$ cat src/rtl/cpu16_pkg.sv
// cpu16_pkg: definitions shared by the 16-bit single-issue core.
//   - Opcode encodings (instr[15:13]).
//   - Instruction field bit positions.
//   - Fetch-stage state encoding.
//   - A branch-offset helper function.
package cpu16_pkg;

  localparam logic [2:0] OP_RTYPE = 3'b000;
  localparam logic [2:0] OP_SLTI  = 3'b001;
  localparam logic [2:0] OP_J     = 3'b010;
  localparam logic [2:0] OP_JAL   = 3'b011;
  localparam logic [2:0] OP_LW    = 3'b100;
  localparam logic [2:0] OP_SW    = 3'b101;
  localparam logic [2:0] OP_BEQ   = 3'b110;
  localparam logic [2:0] OP_ADDI  = 3'b111;

  localparam int OPC_HI  = 15;
  localparam int OPC_LO  = 13;
  localparam int JTGT_HI = 12;
  localparam int JTGT_LO = 0;
  localparam int IMM7_HI = 6;
  localparam int IMM7_LO = 0;

  typedef enum logic {
    FETCH = 1'b0,
    ISSUE = 1'b1
  } fetch_state_t;

  // Word-granular imm7 turned into a signed byte offset.
  function automatic logic signed [15:0] br_offset(input logic [15:0] ir);
    return {{8{ir[IMM7_HI]}}, ir[IMM7_HI:IMM7_LO], 1'b0};
  endfunction

endpackage

$ cat src/rtl/next_pc_logic.sv
// next_pc_logic: combinational next-PC selection for the fetch stage.
// Ports:
//   pc_plus2  in  16  address of the instruction after the current one
//   instr     in  16  current instruction register
//   jump      in   1  current instruction is a jump
//   branch    in   1  current instruction is a conditional branch
//   zero      in   1  ALU equality flag for the current instruction
//   next_pc   out 16  address of the next instruction to fetch
// Priority: jump, then taken branch, then sequential. Adds wrap mod 2^16.
module next_pc_logic
  import cpu16_pkg::*;
#(
  parameter int DATA_W = 16
) (
  input  logic [DATA_W-1:0] pc_plus2,
  input  logic [DATA_W-1:0] instr,
  input  logic              jump,
  input  logic              branch,
  input  logic              zero,
  output logic [DATA_W-1:0] next_pc
);

  logic signed [DATA_W-1:0] offset;
  logic [DATA_W-1:0]        br_target;
  logic [DATA_W-1:0]        jmp_target;
  logic                     unused_opc;

  // The opcode field is decoded by the control unit, not here.
  assign unused_opc = ^instr[OPC_HI:OPC_LO];

  assign offset     = br_offset(instr);
  assign br_target  = pc_plus2 + $unsigned(offset);
  // Jumps stay within the current 16 KiB region selected by pc_plus2[15:14].
  assign jmp_target = {pc_plus2[15:14], instr[JTGT_HI:JTGT_LO], 1'b0};

  always_comb begin
    next_pc = pc_plus2;
    if (jump) begin
      next_pc = jmp_target;
    end else if (branch && zero) begin
      next_pc = br_target;
    end
  end

endmodule

$ cat src/rtl/fetch_unit.sv
// fetch_unit: instruction-fetch stage of the 16-bit single-issue core.
// Ports:
//   clk, rst            core clock; asynchronous reset, active low
//   imem_req/addr       fetch request (held until ack) and byte address (= pc)
//   imem_ack/rdata      one-cycle ack pulse with the returned instruction word
//   instr, opcode       instruction register and its opcode field
//   instr_valid/ready   handshake to decode; instr_fire = valid & ready
//   jump, branch, zero  control-flow outcome for the current instruction
//   pc, pc_plus2        current instruction address and its link value
// The stage alternates FETCH (request outstanding) and ISSUE (instruction
// waiting for decode), so one instruction is in flight at a time.
module fetch_unit
  import cpu16_pkg::*;
#(
  parameter logic [15:0] RESET_PC = 16'h0000,
  parameter int          DATA_W   = 16
) (
  input  logic              clk,
  input  logic              rst,
  output logic              imem_req,
  output logic [DATA_W-1:0] imem_addr,
  input  logic              imem_ack,
  input  logic [DATA_W-1:0] imem_rdata,
  output logic [DATA_W-1:0] instr,
  output logic [2:0]        opcode,
  output logic              instr_valid,
  input  logic              instr_ready,
  output logic              instr_fire,
  input  logic              jump,
  input  logic              branch,
  input  logic              zero,
  output logic [DATA_W-1:0] pc,
  output logic [DATA_W-1:0] pc_plus2
);

  fetch_state_t      state, state_n;
  logic              req_q;
  logic              ack_take;
  logic [DATA_W-1:0] pc_q;
  logic [DATA_W-1:0] instr_q;
  logic [DATA_W-1:0] next_pc;

  // req is registered from the next state so it is low throughout reset and
  // rises one cycle after release, yet still drops on the ack edge.
  always_ff @(posedge clk or negedge rst) begin
    if (!rst) begin
      state <= FETCH;
      req_q <= 1'b0;
    end else begin
      state <= state_n;
      req_q <= (state_n == FETCH);
    end
  end

  always_comb begin
    state_n  = state;
    ack_take = 1'b0;
    case (state)
      FETCH: begin
        // An ack with no request outstanding (first cycle after reset) is stray.
        if (req_q && imem_ack) begin
          ack_take = 1'b1;
          state_n  = ISSUE;
        end
      end
      ISSUE: begin
        if (instr_ready) begin
          state_n = FETCH;
        end
      end
      default: state_n = FETCH;
    endcase
  end

  always_ff @(posedge clk or negedge rst) begin
    if (!rst) begin
      pc_q    <= RESET_PC;
      instr_q <= '0;
    end else begin
      if (ack_take) begin
        instr_q <= imem_rdata;
      end
      if (instr_fire) begin
        pc_q <= next_pc;
      end
    end
  end

  next_pc_logic #(
    .DATA_W(DATA_W)
  ) u_next_pc (
    .pc_plus2(pc_plus2),
    .instr   (instr_q),
    .jump    (jump),
    .branch  (branch),
    .zero    (zero),
    .next_pc (next_pc)
  );

  assign imem_req    = req_q;
  assign imem_addr   = pc_q;
  assign instr       = instr_q;
  assign opcode      = instr_q[OPC_HI:OPC_LO];
  assign instr_valid = (state == ISSUE);
  assign instr_fire  = instr_valid & instr_ready;
  assign pc          = pc_q;
  assign pc_plus2    = pc_q + 16'd2;

endmodule

$ cat config.mk
export PLATFORM = sky130hd
export DESIGN_NAME = fetch_unit
export DESIGN_NICKNAME = d
export VERILOG_FILES = /design/src/rtl/cpu16_pkg.sv /design/src/rtl/next_pc_logic.sv /design/src/rtl/fetch_unit.sv
export SDC_FILE = /design/constraint.sdc
export NUM_CORES = 1
export LEC_CHECK = 0
export CELL_PAD_IN_SITES_DETAIL_PLACEMENT = 1
export CELL_PAD_IN_SITES_GLOBAL_PLACEMENT = 1
export CORE_ASPECT_RATIO = 1.75
export CORE_MARGIN = 1.5
export CORE_UTILIZATION = 37
export DETAILED_ROUTE_END_ITERATION = 8
export PLACE_DENSITY_LB_ADDON = 0.1
export SKIP_LAST_GASP = 1
export SLEW_MARGIN = 25
export SYNTH_ARGS = -nofsm -noshare
export SYNTH_HDL_FRONTEND = slang
export SYNTH_HIERARCHICAL = 1
export SYNTH_SLANG_ARGS = --single-unit
$ cat constraint.sdc
create_clock -name clk -period 8.4 [get_ports clk]
set_input_delay 2.1 -clock clk [delete_from_list [all_inputs] [get_ports clk]]
set_output_delay 2.1 -clock clk [all_outputs]
set_load 0.005 [all_outputs]
## Word level (Yosys, flattened, before mapping)

Cells that the tools add are included.

- Bitwise gates (word level): 3
- $add $sub $neg: 2
- Reductions and logical operators: 2
- Multiplexer cells: 6

Operators with widths:

| kind | number |
|---|---|
| two-way mux 16 bit | 2 |
| adder 16 bit | 1 |
| adder 16 x 2 -> 16 bit (second input constant) | 1 |
| two-way mux 1 bit | 3 |
| logical AND 1 bit | 2 |
| NOT 1 bit | 2 |
| one-hot mux 1 bit (2 select lines) | 1 |
| bitwise AND 1 bit | 1 |

- Register bits: 34
- Logic and storage cells: 17
- Bits of input ports: 23
- Output and inout port bits: 70

## Longest topological paths before layout

- Depth in word-level cells: 4
- Depth in mapped cells: 13
- Mapped depth without buffers: 13

## By module

Netlist, hierarchy kept.

By module, submodules not included:

| module | area each (µm²) | cells each | instances | seq. area each (µm²) |
|---|---|---|---|---|
| fetch_unit | 1709.1 | 135 | 1 | 850.8 |
| next_pc_logic | 1018.5 | 151 | 1 | 0.0 |

## Worst setup path before layout

No wires, ideal clock.

- Kind: input port to output port
- Start point: in instr_ready
- End point: out instr_fire
- Data arrival time: 2.541 ns
- Path slack: 3.759 ns
- Path buffers: 1
- Data required time: 6.300 ns
- Stages on the path: 3
- Cells stage by stage: nand2_1 -> buf_2 -> inv_1

- Cells in the longest elaborated chain, start to end: 1

Ends and longest elaborated chain:

| item | line | text |
|---|---|---|
| start: declaration | fetch_unit.sv:27 | `input logic instr_ready,` |
| bitwise AND 1 bit | fetch_unit.sv:105 | `assign instr_fire = instr_valid & instr_ready;` |
| end: declaration | fetch_unit.sv:28 | `output logic instr_fire,` |

Every way passes these cells.

## Worst setup path after layout

Same ends and word-level chain as after synthesis.

==> results.md <==
* Ys flop type: dfrtp_1
* Area leader, netlist: dfrtp_1
* Synth warn at 6
* Final Instance Area at 3730 um^2
* Htree depth at 2
* Post-route ant nets at 0
* P_int at 0.982 mW
* CTS Hold Buffers Added at 0
* Pwr Total at 1.66 mW
* Setup crit end kind: output port
* Max-cap violations at 0
* Dpl cell area at 3560 um^2
* Share of cells above drive strength 1 at 13.2%
* Deepest clock path buffer count at 2
* Max VDD drop at 0.209 mV
* Ys async rst share at 100%
* CP Max Fanout at 14
* EDFF count, synth at 0
* Floorplan core area at 7180 um^2
* Crit share post-route at 71.8%
* Post-Synthesis Cells at 286
* Leak at 1.55 nW
* Die H at 117 um
* Row count at 41
* Synth top area cells: dfrtp_1, mux2_2, ha_1, buf_4, xor2_1
* Hold Crit Class: flop to flop
* Run status: complete, no violations
* CTS Root Cell: clkbuf_16
* Unrepaired setup endpoints after global routing: false
* Power Dens Cells at 446 nW/um^2
* Flop pwr share at 21.9%
* Worst reg2reg setup slack at 5080 ps
* Synthesized cell area at 2730 um^2
* Synthesized area per cell at 9.54 um^2
* Drt pass-1 iters at 4
* Post-layout min period at 6030 ps
* ANT cells at 0
* Initial drt markers at 93
* Crit path kind: input pin to output port
* Endpoints failing setup at 0
* GPL Wtd Cong at 0.787
* Clock sinks at 34
* Antenna violations before repair at 0
* Routed vias/inst at 5.53
* Commonest non-fill, non-tap cell in the layout: clkdlybuf4s50_1
* Final-report max-slew violation count at 0
* Final Net Count at 396
* CP Data Required Time at 6300 ps
* Die W at 67.9 um
* R2R depth at 10
* Commonest non-fill, non-tap cells in the layout: clkdlybuf4s50_1, dfrtp_1, mux2_2
* Area Growth Syn to Fin at 36.7%
* WL final at 7890 um
* DRC viols at 0
* Vias in the first global route at 2,549
* Synth top area share at 31.2%
* I/O pin cnt at 93
* Post-CTS Resized at 0
* Critical Path Source Type: input pin
* Relative slew slack at 47.0%
* Worst-Skew Late Latency at 280 ps
* Per-cell routed wire length at 17.8 um
* Sequential area share after synthesis at 31.2%
* Post-synth net total at 325
* Setup Fix Bufs, Post-CTS at 0
* Hold slack at 533 ps
* Gate power share at 65.1%
* Die area at 7920 um^2
* Switching share of power at 41.0%
* Post-synthesis cell type count at 48
* Placement Setup Slack at 2360 ps
* Clk_skew at 2.96 ps
* Total Routing Usage GR at 21.2%
* Initial Util at 38.0%
* Clock slew at reported path FFs at 60 ps
* Worst hold stages at 1
* Synthesized flop and latch total at 34
* FMAX at 166 MHz
* Worst Tran Pin Value at 795 ps
* CTS Buf Count at 5
* Buffers on Ports at 92
* Via count at 2,449
* Sum Neg Setup Slack at 0 ps
* Critical Path AT at 3930 ps
* CTS tree: done
* Clock Power Share at 13.0%
* Final Hold Viols at 0
* Final worst slack at 2370 ps
* Grt total ovfl at 0
* Largest net degree at the start of global routing at 35
* Final HPWL DP at 6040 um
* First-pass GRT wire length at 12,700 um
* Psw at 0.682 mW
worst max-delay path, cell delays in order:
cell and delay, ps:
clkdlybuf4s50_1 580, nand2_1 430, inv_1 270, clkdlybuf4s50_1 540
sequential cells by signal, indices dropped and copies added (netlist names):
name and count:
instr 16, imem_req 1, imem_addr 16, instr_valid 1
area by class of cell:
cell class	count	area (um^2)
flip-flops and latches	34	851
clock inverters	1	30.0
repair buffers	92	911
fillers	821	3450
multi-input cells	215	1660
clock buffers	6	139
well taps	86	108
inverters	9	33.8
layer usage:
metal / GRT usage [%] / vias to the layer above / part of all wire [%]
met3: 1.45 / 10 / 2.1
li1: - / 1162 / -
met2: 40.8 / 55 / 57
met4: 6.53 / 0 / 1.6
met5: 0 / - / 0
met1: 24.0 / 1222 / 40
final timing paths:
| path | startpoint | to |
|---|---|---|
| max reg2reg | imem_addr[3] | imem_addr[11] |
| min reg2reg | instr[14] | instr[14] |
| min | instr[14] | instr[14] |
| max in group asynchronous | rst | imem_addr[11] |
| max | instr_ready | instr_fire |
| min in group asynchronous | rst | imem_addr[15] |
power by group through the flow:
stage,registers (mW),logic [mW],clock network [mW]
5_1_grt,0.382,1.20,0.226
3_5_place_dp,0.371,1.08,0
6_report,0.364,1.08,0.217
2_1_floorplan,0.347,0.660,0
3_3_place_gp,0.364,1.06,0
4_1_cts,0.368,1.09,0.223
through the flow:
stage	utilization (%)	std cells
after CTS	52.0	443
after global routing	51.9	443
after detailed placement	49.6	436
final	51.9	443
after floorplan	-	286
after global placement	49.6	436
synthesized netlist by cell type (3+ instances only):
cell type,number
dfrtp_1,34
mux2_2,30
nand2_1,22
buf_4,21
a21oi_1,19
o21ai_0,16
ha_1,15
nand3_1,12
nor2_1,11
xor2_1,11
inv_1,9
xnor2_1,7
a21o_1,6
clkbuf_1,5
mux2i_1,5
nand4_1,5
nor2b_1,5
nor3_1,5
nand4b_1,4
nand2b_1,3
nor3b_1,3
o21a_1,3
or3_1,3
cells by family (layout without fill, tap and decap cells):
kind of cell	after synthesis	count (layout)	synth area share, %
buffers and inverters	37	108	8.07
and+or+nand+nor	85	85	18.9
AOI/OAI and AO/OA	61	61	14.2
DFF	34	34	31.2
adders and majority gates	16	16	7.61
muxes	35	35	14.2
xor gates and xnor gates	18	18	5.78
Power figures use the tool's default switching activity.
